## src/rtl/alu_pipe_if.sv

```systemverilog
// Operation/result bundle for alu_pipe; the ALU drives through 'slave', the source/sink through 'master'.
// out_sat is present only when ALU_SAT_EN is defined.
interface alu_pipe_if #(parameter int W = 4);
  logic         in_valid;
  logic         in_ready;
  logic [2:0]   in_op;
  logic [W-1:0] in_a;
  logic [W-1:0] in_b;
  logic         in_acc;
  logic         out_valid;
  logic         out_ready;
  logic [W-1:0] out_res;
  logic [3:0]   out_flags;
  logic [W-1:0] acc;
`ifdef ALU_SAT_EN
  logic         out_sat;

  modport master (output in_valid, in_op, in_a, in_b, in_acc, out_ready,
                  input  in_ready, out_valid, out_res, out_flags, acc, out_sat);
  modport slave  (input  in_valid, in_op, in_a, in_b, in_acc, out_ready,
                  output in_ready, out_valid, out_res, out_flags, acc, out_sat);
`else
  modport master (output in_valid, in_op, in_a, in_b, in_acc, out_ready,
                  input  in_ready, out_valid, out_res, out_flags, acc);
  modport slave  (input  in_valid, in_op, in_a, in_b, in_acc, out_ready,
                  output in_ready, out_valid, out_res, out_flags, acc);
`endif
endinterface

```

## src/rtl/alu_pipe.sv

```systemverilog
// Two-stage W-bit ALU: operand preprocessing into stage 1, add/logic + flags into stage 2, with accumulator.
// Optional ALU_SAT_EN: saturate arithmetic results on signed overflow and report out_sat.
module alu_pipe #(
  parameter int W = 4
) (
  input  logic      clk,
  input  logic      rst_n,
  alu_pipe_if.slave bus
);

  typedef enum logic [2:0] {
    OP_PASS = 3'b000,
    OP_NEG  = 3'b001,
    OP_ADD  = 3'b010,
    OP_SUB  = 3'b011,
    OP_AND  = 3'b100,
    OP_OR   = 3'b101,
    OP_XOR  = 3'b110,
    OP_INC  = 3'b111
  } op_e;

  typedef struct packed {
    op_e          op;
    logic [W-1:0] a;
    logic [W-1:0] b;
    logic         cin;
  } s1_t;

  s1_t          s1_d, s1_q;
  logic         s1_valid_q, out_valid_q;
  logic [W-1:0] res_d, res_q, acc_q, a_src;
  logic [3:0]   flags_d, flags_q;
  logic         c_d, v_d, c_msb;
  logic [W:0]   sum;
  logic         s2_go, s1_go, in_ready, accept;
`ifdef ALU_SAT_EN
  logic         sat_d, sat_q;
`endif

  // Handshake; the in_acc term holds an acc op until its predecessor has left stage 1
  assign s2_go    = !out_valid_q || bus.out_ready;
  assign s1_go    = s1_valid_q && s2_go;
  assign in_ready = (!s1_valid_q || s1_go) && !(bus.in_acc && s1_valid_q);
  assign accept   = bus.in_valid && in_ready;

  assign a_src = bus.in_acc ? acc_q : bus.in_a;

  always_comb begin
    s1_d.op  = op_e'(bus.in_op);
    s1_d.a   = a_src;
    s1_d.b   = bus.in_b;
    s1_d.cin = 1'b0;
    case (op_e'(bus.in_op))
      OP_PASS: s1_d.b = '0;
      OP_NEG: begin
        s1_d.a   = '0;
        s1_d.b   = ~a_src;
        s1_d.cin = 1'b1;
      end
      OP_SUB: begin
        s1_d.b   = ~bus.in_b;
        s1_d.cin = 1'b1;
      end
      OP_INC: begin
        s1_d.b   = '0;
        s1_d.cin = 1'b1;
      end
      default: ;
    endcase
  end

  assign sum   = {1'b0, s1_q.a} + {1'b0, s1_q.b} + {{W{1'b0}}, s1_q.cin};
  // Carry into the MSB recovered from the sum bit and the two operand MSBs
  assign c_msb = sum[W-1] ^ s1_q.a[W-1] ^ s1_q.b[W-1];

  always_comb begin
    res_d = sum[W-1:0];
    c_d   = sum[W];
    v_d   = c_msb ^ sum[W];
    case (s1_q.op)
      OP_AND: begin res_d = s1_q.a & s1_q.b; c_d = 1'b0; v_d = 1'b0; end
      OP_OR:  begin res_d = s1_q.a | s1_q.b; c_d = 1'b0; v_d = 1'b0; end
      OP_XOR: begin res_d = s1_q.a ^ s1_q.b; c_d = 1'b0; v_d = 1'b0; end
      default: ;
    endcase
`ifdef ALU_SAT_EN
    // A wrapped MSB of 1 means positive overflow, 0 means negative overflow
    sat_d = v_d;
    if (v_d) res_d = sum[W-1] ? {1'b0, {(W-1){1'b1}}} : {1'b1, {(W-1){1'b0}}};
`endif
    flags_d = {res_d[W-1], ~|res_d, c_d, v_d};
  end

  always_ff @(posedge clk or negedge rst_n) begin
    if (!rst_n) begin
      s1_q        <= '0;
      s1_valid_q  <= 1'b0;
      out_valid_q <= 1'b0;
      res_q       <= '0;
      flags_q     <= '0;
      acc_q       <= '0;
    end else begin
      if (accept) s1_q <= s1_d;
      s1_valid_q <= accept || (s1_valid_q && !s1_go);
      if (s2_go) out_valid_q <= s1_valid_q;
      if (s1_go) begin
        res_q   <= res_d;
        flags_q <= flags_d;
        acc_q   <= res_d;
      end
    end
  end

`ifdef ALU_SAT_EN
  always_ff @(posedge clk or negedge rst_n) begin
    if (!rst_n)     sat_q <= 1'b0;
    else if (s1_go) sat_q <= sat_d;
  end
  assign bus.out_sat = sat_q;
`endif

  assign bus.in_ready  = in_ready;
  assign bus.out_valid = out_valid_q;
  assign bus.out_res   = res_q;
  assign bus.out_flags = flags_q;
  assign bus.acc       = acc_q;

endmodule

```

## src/flat_wrapper.sv

```systemverilog
// flat-port wrapper written by rule: the top's interface ports become plain ports
module alu_pipe_flat 
#(
  parameter int W = 4
)
  (clk, rst_n, bus_in_valid, bus_in_op, bus_in_a, bus_in_b, bus_in_acc, bus_out_ready, bus_in_ready, bus_out_valid, bus_out_res, bus_out_flags, bus_acc);
  alu_pipe_if #(.W(W)) bus_i ();
  input  logic clk;
  input  logic rst_n;
  input wire logic [$bits(bus_i.in_valid)-1:0] bus_in_valid;
  input wire logic [$bits(bus_i.in_op)-1:0] bus_in_op;
  input wire logic [$bits(bus_i.in_a)-1:0] bus_in_a;
  input wire logic [$bits(bus_i.in_b)-1:0] bus_in_b;
  input wire logic [$bits(bus_i.in_acc)-1:0] bus_in_acc;
  input wire logic [$bits(bus_i.out_ready)-1:0] bus_out_ready;
  output wire logic [$bits(bus_i.in_ready)-1:0] bus_in_ready;
  output wire logic [$bits(bus_i.out_valid)-1:0] bus_out_valid;
  output wire logic [$bits(bus_i.out_res)-1:0] bus_out_res;
  output wire logic [$bits(bus_i.out_flags)-1:0] bus_out_flags;
  output wire logic [$bits(bus_i.acc)-1:0] bus_acc;
  assign bus_i.in_valid = bus_in_valid;
  assign bus_i.in_op = bus_in_op;
  assign bus_i.in_a = bus_in_a;
  assign bus_i.in_b = bus_in_b;
  assign bus_i.in_acc = bus_in_acc;
  assign bus_i.out_ready = bus_out_ready;
  assign bus_in_ready = bus_i.in_ready;
  assign bus_out_valid = bus_i.out_valid;
  assign bus_out_res = bus_i.out_res;
  assign bus_out_flags = bus_i.out_flags;
  assign bus_acc = bus_i.acc;
  alu_pipe #(.W(W)) u_core (.clk(clk), .rst_n(rst_n), .bus(bus_i));
endmodule
```

## config.mk

```make
export PLATFORM = sky130hd
export DESIGN_NAME = alu_pipe_flat
export DESIGN_NICKNAME = d
export VERILOG_FILES = /design/src/rtl/alu_pipe_if.sv /design/src/rtl/alu_pipe.sv /design/src/flat_wrapper.sv
export SDC_FILE = /design/constraint.sdc
export NUM_CORES = 1
export LEC_CHECK = 0
export ABC_AREA = 1
export CORE_MARGIN = 3
export CORE_UTILIZATION = 50
export DETAILED_ROUTE_END_ITERATION = 10
export HOLD_SLACK_MARGIN = 0.02
export PLACE_DENSITY = 0.78
export RECOVER_POWER = 25
export SLEW_MARGIN = 20
export SYNTH_ARGS = -nofsm -noshare
export SYNTH_HDL_FRONTEND = slang
export SYNTH_SLANG_ARGS = --single-unit
export TNS_END_PERCENT = 30
```

## constraint.sdc

```tcl
create_clock -name clk -period 2.8 [get_ports clk]
set_input_delay 0.56 -clock clk [delete_from_list [all_inputs] [get_ports clk]]
set_output_delay 0.56 -clock clk [all_outputs]
set_load 0.05 [all_outputs]
```

==> PnR_summary.wiki <==
{| class="wikitable"
! Metric !! Value
|-
| Mapped Nets || about 210
|-
| Remaining DRCs || 0
|-
| # clock sinks || 21
|-
| Endpoints failing hold || 0
|-
| Async set-or-reset flop fraction in the synthesized netlist || 100%
|-
| Req. time, crit path || about 2.2 ns
|-
| Post-Route WL || 3130 um
|-
| Worst setup skew after layout || 0.00683 ns
|-
| Max H-tree Level || 1
|-
| Final TNS setup || 0 ns
|-
| Maximum count of clock buffers along a single path || 2
|-
| Length of the first detailed-routing pass in iterations || 4
|-
| Clock tree from TritonCTS || done
|-
| Number of placed I/O pins || 30
|-
| Number of buffers added to fix hold violations after cts || 0
|-
| Cell taking the most area after synthesis || sky130_fd_sc_hd__dfrtp_1
|-
| Detailed-route via count || 1246
|-
| Post-synthesis cell count || 185
|-
| Starting utilization of the core area || 55.8%
|-
| Area growth from synthesis to layout || 20.2%
|-
| Type of the worst min-delay path || reg2reg
|-
| Run status || finished, final reports clean
|-
| Cell with the largest stage delay on the worst path || sky130_fd_sc_hd__clkdlybuf4s50_1
|-
| Per-instance average area after synthesis || 7.88 um2
|-
| Primary flip-flop cell chosen by synthesis mapping || sky130_fd_sc_hd__dfrtp_1
|-
| Via count of the first global-routing pass || 1235
|-
| DIE HEIGHT || 60.0 um
|-
| I/O Buffers || 29
|-
| Antenna violation net count after detailed routing || 0
|-
| GRT Overall Usage || about a fifth
|-
| Clock insertion delay at the later pin of the skew report || about 0.30 ns
|-
| Slew at the pin with the worst max-slew slack || between 1 and 1.5 ns
|-
| Ant diodes || 0
|-
| Slew HR || 22.5%
|-
| Count of cells resized by post-cts repair || 0
|-
| Time the worst path needs with I/O delays and setup || 2.11 ns
|-
| Die Width || 60.0 um
|-
| CTS Root Buffer Type || sky130_fd_sc_hd__clkbuf_4
|-
| Critical path fanouts, max || 4
|-
| Category of the critical setup timing path || reg2out
|-
| YS warnings || 0
|-
| Unrepaired setup endpoints after global routing || false
|-
| Clock transition at the register clock pins on the worst setup and hold paths after CTS || roughly 0.1 ns
|-
| Count of final max-slew check failures || 0
|-
| Maximum clock frequency || approximately 470 MHz
|-
| Commonest cells in the netlist || sky130_fd_sc_hd__nand2_1 (42), sky130_fd_sc_hd__inv_1 (24), sky130_fd_sc_hd__dfrtp_1 (21), sky130_fd_sc_hd__nand3_1 (13), sky130_fd_sc_hd__nor2_1 (12)
|-
| Kind of capture point of the worst setup path || output pin
|-
| Routed via count divided by cell count || 5.17
|-
| Routed length per instance || between 10 and 15 um
|-
| Maximum number of pins on one net before global-route repair || 22
|-
| Sequential-to-total area share from yosys stat || 36.1%
|-
| Distinct cell type count of the synthesized netlist || 28
|-
| Number of cell rows || 18
|-
| Maximum VDD drop || between 0.9 and 1 mV
|-
| Number of enable-type register cells in the synthesized netlist || 0
|-
| Total power density per cell area || roughly 910 nW/um2
|-
| Number of DRC markers after the initial detailed-route iteration || 38
|-
| Longest individual stage delay on the worst path || around 0.83 ns
|-
| Worst-case hold slack || 0.487 ns
|-
| Main area contributors after synthesis || sky130_fd_sc_hd__dfrtp_1 (36%), sky130_fd_sc_hd__nand2_1 (11%), sky130_fd_sc_hd__ha_1 (6.9%)
|-
| Overall power || 1.59 mW
|-
| Cell chain of the critical path || clkdlybuf4s50_1
|-
| Sum of buffers and inverters on the critical path || 1
|-
| Die Area || 3600 um2
|-
| Cell leakage power || 0.845 nW
|-
| Max capacitance violation total || 0
|-
| Post-synthesis sequential element count || 21
|-
| Antenna violations before repair || 0
|-
| Postcts setup bufs || 0
|-
| Fraction of final layout cells sized beyond drive strength 1 || 13.7%
|-
| Data arrival time of the worst path || ~1.6 ns
|-
| Most repeated cell in the gate-level netlist after synthesis || sky130_fd_sc_hd__nand2_1
|-
| Core outline area || approximately 2600 um2
|-
| Weighted congestion at the end of routability-driven global placement || 0.787
|-
| TritonCTS buffer count || 3
|-
| Sum of net half-perimeters after detailed placement || 2600 um
|-
| Final setup vio count || 0
|-
| Final clock period utilization by the worst path || between 70 and 80%
|-
| Area share of the leading cell type in the synthesized netlist || 36.1%
|-
| Critical path's top delay family || buffers and inverters
|-
| Global-route wire length before repair || 5400 um
|-
| Cell area after technology mapping || between 1000 and 1500 um2
|-
| Critical path startpoint category || register
|-
| Total gr overflow || 0
|-
| Filler Cells Inserted || 234
|-
| Fin nets || 238
|}
flip-flops by register name (all words and copies together), names as in the netlist:
register	count
u_core.bus.out_res	3
u_core.bus.out_valid	1
u_core.bus.out_flags	4
u_core.s1_q	12
u_core.s1_valid_q	1
through the flow:
stage,instances,worst slack [ns],utilization (%),area [um2]
2_1_floorplan,185,1.11,-,1460
3_3_place_gp,237,0.716,66.2,1730
3_5_place_dp,237,0.700,66.2,1730
4_1_cts,241,0.669,67.2,1760
5_1_grt,241,0.626,67.0,1750
6_report,241,0.692,67.0,1750
layout by cell type (no fill, tap or decap), types with 2 or more instances in the layout:
cell                              synthesis  final
sky130_fd_sc_hd__inv_1                   24     24
sky130_fd_sc_hd__xnor2_1                  2      2
sky130_fd_sc_hd__o31ai_1                  3      3
sky130_fd_sc_hd__clkdlybuf4s50_1          0     27
sky130_fd_sc_hd__nor2_1                  12     12
sky130_fd_sc_hd__nor2_2                   4      4
sky130_fd_sc_hd__clkbuf_1                 0      2
sky130_fd_sc_hd__ha_1                     8      8
sky130_fd_sc_hd__inv_2                    5      5
sky130_fd_sc_hd__o211ai_1                 6      6
sky130_fd_sc_hd__nand2_2                  4      4
sky130_fd_sc_hd__clkbuf_4                 0      3
sky130_fd_sc_hd__a21oi_1                  3      3
sky130_fd_sc_hd__fa_1                     2      2
sky130_fd_sc_hd__dfrtp_1                 21     21
sky130_fd_sc_hd__nand3_1                 13     13
sky130_fd_sc_hd__nand2_1                 42     42
sky130_fd_sc_hd__o21ai_0                  6      6
sky130_fd_sc_hd__o21ai_1                  4      4
sky130_fd_sc_hd__o21ai_2                  8      8
sky130_fd_sc_hd__buf_4                    7      2
sky130_fd_sc_hd__nand4_1                  2      2
cell families (layout without fill, tap and decap cells):
logic type	Yosys count	count (layout)	synth area share, %
XOR/XNOR	3	3	1.80
buffers and inverters	38	64	12.2
AO/OA/AOI/OAI	33	33	15.8
flip-flops	21	21	36.1
AND/OR/NAND/NOR	80	80	24.5
adder cells (fa/ha/maj)	10	10	9.61
power by group:
group          internal, mW  leakage [nW]  switching, mW
clock                0.0555        0.0150         0.0862
combinational         0.338         0.568          0.626
sequential            0.392         0.262         0.0880
total                 0.785         0.845          0.800
routing by layer:
metal | track usage, % | wire (um) | vias to the layer above
li1 | - | - | 639
met1 | 24.8 | 1370 | 568
met2 | 35.5 | 1590 | 33
met3 | 3.89 | 124 | 6
met4 | 3.80 | 44 | 0
met5 | 0 | 0 | -
layout make-up:
type / count / area, um2 / share of cell area, %
tap: 30 / 37.5 / 2.14
timing repair buffer: 31 / 299 / 17.1
sequential: 21 / 526 / 30.0
inverter: 29 / 109 / 6.21
multi-input combinational: 126 / 754 / 43.1
clock buffer: 4 / 26.3 / 1.50
path summary, 6_finish.rpt:
path	slack (ns)	end	from	cells after the start
setup / recovery	0.69	bus_acc[2]	u_core.bus.out_res[2]	1
hold / removal	0.49	u_core.bus.out_flags[2]	u_core.bus.out_flags[2]	2
setup reg to reg	0.93	u_core.bus.out_flags[0]	u_core.s1_q[0]	10
hold reg to reg	0.49	u_core.bus.out_flags[2]	u_core.bus.out_flags[2]	2
max in group asynchronous	1.11	u_core.bus.out_flags[0]	rst_n	2
min in group asynchronous	1.00	u_core.s1_q[10]	rst_n	2
No activity file was read; power rests on OpenSTA's default activity.
